$ cat src/rtl/alu_pipe.sv
// alu_pipe: two-stage pipelined ALU with valid/ready handshake,
// pass-through tag and zero / signed-overflow / illegal-opcode flags.
module alu_pipe #(
    parameter int WIDTH = 16,
    parameter int TAG_W = 4
) (
    input  logic             clk,
    input  logic             rst,
    input  logic             in_valid,
    output logic             in_ready,
    input  logic [WIDTH-1:0] in1,
    input  logic [WIDTH-1:0] in2,
    input  logic [2:0]       operation,
    input  logic [TAG_W-1:0] in_tag,
    output logic             out_valid,
    input  logic             out_ready,
    output logic [WIDTH:0]   out,
    output logic             out_zero,
    output logic             out_ovf,
    output logic             out_illegal,
    output logic [TAG_W-1:0] out_tag
);

    localparam int SHW = $clog2(WIDTH);
    localparam int RW  = WIDTH + 1;

    logic             s1_valid_q;
    logic [WIDTH-1:0] a_q;
    logic [WIDTH-1:0] b_q;
    logic [2:0]       op_q;
    logic [TAG_W-1:0] tag1_q;

    logic             out_valid_q;
    logic [RW-1:0]    res_q;
    logic             zero_q;
    logic             ovf_q;
    logic             ill_q;
    logic [TAG_W-1:0] tag2_q;

    logic             s2_load;
    logic             s1_advance;

    logic [RW-1:0]    a_x;
    logic [RW-1:0]    b_x;
    logic [RW-1:0]    sum;
    logic [RW-1:0]    diff;
    logic [SHW-1:0]   amt;

    logic [RW-1:0]    res_d;
    logic             zero_d;
    logic             ovf_d;
    logic             ill_d;

    // Stage 2 can take a new beat when empty or draining this cycle;
    // stage 1 can take one when empty or moving forward.
    assign s2_load    = !out_valid_q || out_ready;
    assign s1_advance = s1_valid_q && s2_load;
    assign in_ready   = !rst && (!s1_valid_q || s2_load);

    assign a_x  = {1'b0, a_q};
    assign b_x  = {1'b0, b_q};
    assign sum  = a_x + b_x;
    assign diff = a_x - b_x;
    assign amt  = b_q[SHW-1:0];

    // Result and flags computed from the stage-1 operands.
    always_comb begin
        res_d = '0;
        ovf_d = 1'b0;
        ill_d = 1'b0;
        case (op_q)
            3'd0: begin
                res_d = sum;
                ovf_d = (a_q[WIDTH-1] == b_q[WIDTH-1])
                     && (sum[WIDTH-1] != a_q[WIDTH-1]);
            end
            3'd1: begin
                res_d = diff;
                ovf_d = (a_q[WIDTH-1] != b_q[WIDTH-1])
                     && (diff[WIDTH-1] != a_q[WIDTH-1]);
            end
            3'd2:    res_d = a_x & b_x;
            3'd3:    res_d = a_x | b_x;
            3'd4:    res_d = a_x ^ b_x;
            3'd5:    res_d = a_x << amt;
            3'd6:    res_d = a_x >> amt;
            default: ill_d = 1'b1;
        endcase
        zero_d = (res_d == '0);
    end

    // Stage 1: capture operands, opcode and tag on an input transfer.
    always_ff @(posedge clk) begin
        if (rst) begin
            s1_valid_q <= 1'b0;
        end else if (in_ready) begin
            s1_valid_q <= in_valid;
            if (in_valid) begin
                a_q    <= in1;
                b_q    <= in2;
                op_q   <= operation;
                tag1_q <= in_tag;
            end
        end
    end

    // Stage 2: register result and flags; hold them while stalled.
    always_ff @(posedge clk) begin
        if (rst) begin
            out_valid_q <= 1'b0;
            res_q       <= '0;
            zero_q      <= 1'b0;
            ovf_q       <= 1'b0;
            ill_q       <= 1'b0;
            tag2_q      <= '0;
        end else if (s2_load) begin
            out_valid_q <= s1_valid_q;
            if (s1_advance) begin
                res_q  <= res_d;
                zero_q <= zero_d;
                ovf_q  <= ovf_d;
                ill_q  <= ill_d;
                tag2_q <= tag1_q;
            end
        end
    end

    assign out_valid   = out_valid_q;
    assign out         = res_q;
    assign out_zero    = zero_q;
    assign out_ovf     = ovf_q;
    assign out_illegal = ill_q;
    assign out_tag     = tag2_q;

endmodule

$ cat config.mk
export PLATFORM = sky130hd
export DESIGN_NAME = alu_pipe
export DESIGN_NICKNAME = d
export VERILOG_FILES = /design/src/rtl/alu_pipe.sv
export SDC_FILE = /design/constraint.sdc
export NUM_CORES = 1
export LEC_CHECK = 0
export BUFFER_PORTS_ARGS = -buffer_cell sky130_fd_sc_hd__buf_2
export CAP_MARGIN = 5
export CORE_ASPECT_RATIO = 1.1
export CORE_MARGIN = 8
export CORE_UTILIZATION = 60
export CTS_BUF_LIST = sky130_fd_sc_hd__clkbuf_4 sky130_fd_sc_hd__clkbuf_8
export CTS_CLUSTER_SIZE = 12
export DETAILED_ROUTE_END_ITERATION = 7
export PLACE_DENSITY = 0.83
export SETUP_SLACK_MARGIN = 0.2
export SLEW_MARGIN = 20
export SYNTH_ARGS = -nofsm -noshare
export SYNTH_HDL_FRONTEND = slang
export SYNTH_SLANG_ARGS = --single-unit
$ cat constraint.sdc
create_clock -name clk -period 12.75 [get_ports clk]
set_input_delay 1.275 -clock clk [delete_from_list [all_inputs] [get_ports clk]]
set_output_delay 1.275 -clock clk [all_outputs]
set_load 0.01 [all_outputs]
==> qor.csv <==
metric,value,unit
r2r_start,b_q[1],
vdd_drop_max,0.0679,mV
diodes,0,
netlist_top_cells_area,"edfxtp_1, ha_1, dfxtp_1",
layout-drive-gt1-share,15.8,%
fp.dieW,111,um
yosysMostFrequentCell,nor2_1,
rsz0062_at_grt,false,
routed-via-count,5751,
grt_pass1_vias,5326,
period_share,31.3,%
holdCritStartpoint,out_illegal,
grt_first_pass_wirelength,29300,um
clk_pin_slew,0.07,ns
slew_headroom,34.5,%
syn-num-nets,793,
hold_buffers,0,
ys_top_cells_by_count,"nor2_1, nand2_1, ha_1, inv_1, a21oi_1",
wire_per_inst,22.0,um
max-clock-path-buffers,2,
cts_tree,built,
synth_top_cell_area_share,19.8,%
synth_top_flop_cell,edfxtp_1,
report.final.slew_viol_count,0,
hold_class,reg -> reg,
drc,0,
syn_inst,697,
skew,0.00755,ns
antenna_found_initial,0,
initial_core_util,60.8,%
synthAdderAreaFrac,11.4,%
first_pass_iters,6,
ff2ff_setup_slack,8.76,ns
cellPowerDensity,86.4,nW/um2
setup_ws,8.76,ns
ff2ff_path_depth,12,
ys_async_sr_fraction,0,%
clk_latency,0.36,ns
grt_max_degree,48,
num-nets-final,831,
synth-compound-area-share,23.4,%
worstPathRequired,13.05,ns
post-place-ws,8.77,ns
worst_pin_slew,0.982,ns
ys_seq_area_share,28.6,%
core_area,9750,um2
ys_ff_latch,65,
crit_arrival,4.29,ns
drt-vias-per-instance,6.69,
drt_iter0_markers,642,
post-cts-setup-buffers,0,
post-dp-hpwl,14400,um
ant_nets,0,
tns,0,ns
hold_viol,0,
finalPower,0.000556,W
yosysWarnings,0,
cts_sinks,65,
syn_to_final_growth,8.64,%
syn-cell-area,5920,um2
synthSimpleGateAreaFrac,19.3,%
htree_levels,3,
synth_top_family_by_area,compound AO/OA/AOI/OAI gates,
synth_top_area_cell,edfxtp_1,
status,"finished, final reports clean",
p_leak,2.75,nW
whs_path_depth,2,
rows,38,
setup_viol_count_final,0,
die_h,120,um
critical_path_class,reg -> reg,
wl,18900,um
grt_usage,27.7,%
min_period,3.99,ns
numCtsBuffers,9,
fmax,0.251,GHz
port_buffers,68,
drv_cap,0,
timing.rr.end,out_zero,
muxShareOfSynthArea,9.02,%
holdPathEnd,out_illegal,
cp-start-kind,flip-flop,
die-area,13300,um2
ctsResizeCount,0,
synth-edff-count,39,
routabilityCongestion,1.00,
cp-end-kind,flip-flop,
crit_fanout,42,
synth_xor_area_share,1.48,%
avgSynthCellArea,8.50,um2
yosys.cell_types.count,77,
ios,69,
grt-ovfl-total,0,
ctsRootBufferMaster,clkbuf_8,
## how the worst max path moves through the flow
stage	from	end	slack [ns]	depth (start not counted)
global placement	out_ready	out_zero	8.82	10
global route	b_q[0]	out_zero	8.54	13
finish	b_q[1]	out_zero	8.76	12
detailed placement	out_ready	out_zero	8.77	10
floorplan	b_q[1]	out_zero	8.57	16
CTS	b_q[1]	out_zero	8.80	12
## cell families (layout without fill, tap and decap cells)
logic type	after synthesis	in the layout
buffers and inverters	97	140
AO/OA/AOI/OAI	196	196
flip-flops	65	65
adder cells (fa/ha/maj)	53	53
multiplexers	35	35
XOR/XNOR	10	10
AND/OR/NAND/NOR	241	241
## through the flow
step	std cells	hold WS (ns)	utilization [%]	area, um2
CTS	860	0.457	66.0	6430
global route	860	0.483	66.0	6430
detailed placement	844	0.449	64.1	6250
global placement	844	0.442	64.1	6250
floorplan	697	0.471	-	5920
finish	860	0.459	66.0	6430
## layer usage
layer | vias to the layer above | share of wire, % | track usage (%)
li1 | 2631 | - | -
met3 | 55 | 9.9 | 6.93
met1 | 2714 | 41 | 35.1
met2 | 351 | 45 | 44.7
met5 | - | 0 | 0
met4 | 0 | 3.3 | 10.6
## power by group
group          switching (W)  internal [W]
Combinational      0.0000900     0.0000571
Clock              0.0000785     0.0000850
Sequential         0.0000111      0.000234
## registers in the layout, summed over array words and instances, names as in the netlist
name,flops
out_illegal,1
b_q,16
out_tag,4
out_valid,1
out_ovf,1
tag1_q,4
out_zero,1
s1_valid_q,1
a_q,16
op_q,3
out,17
## cell type report
cell class	instances	area [um2]
Multi-Input combinational cell	535	3830
Fill cell	840	3310
Sequential cell	65	1690
Timing Repair Buffer	76	400
Inverter	48	180
Clock buffer	13	166
Tap cell	120	150
Clock inverter	3	16.3
## critical path, stage by stage, from the launching register on
cell	delay (ns)
edfxtp_1	0.32
buf_4	0.43
inv_1	0.22
ha_1	0.38
nor2_1	0.08
o311ai_0	0.75
a21o_1	0.20
nand2_1	0.06
xnor2_1	0.12
a2111o_1	0.43
or4_1	0.52
nor4_2	0.23
a41o_1	0.19
## placed cells by master (no fill, tap or decap), types with 20 or more instances in the layout
| cell | instances |
|---|---|
| nor2_1 | 86 |
| nand2_1 | 59 |
| a21oi_1 | 44 |
| edfxtp_1 | 39 |
| o21ai_0 | 34 |
| inv_1 | 47 |
| buf_2 | 68 |
| dfxtp_1 | 26 |
| nor3_1 | 20 |
| ha_1 | 51 |
Power figures use the tool's default switching activity.
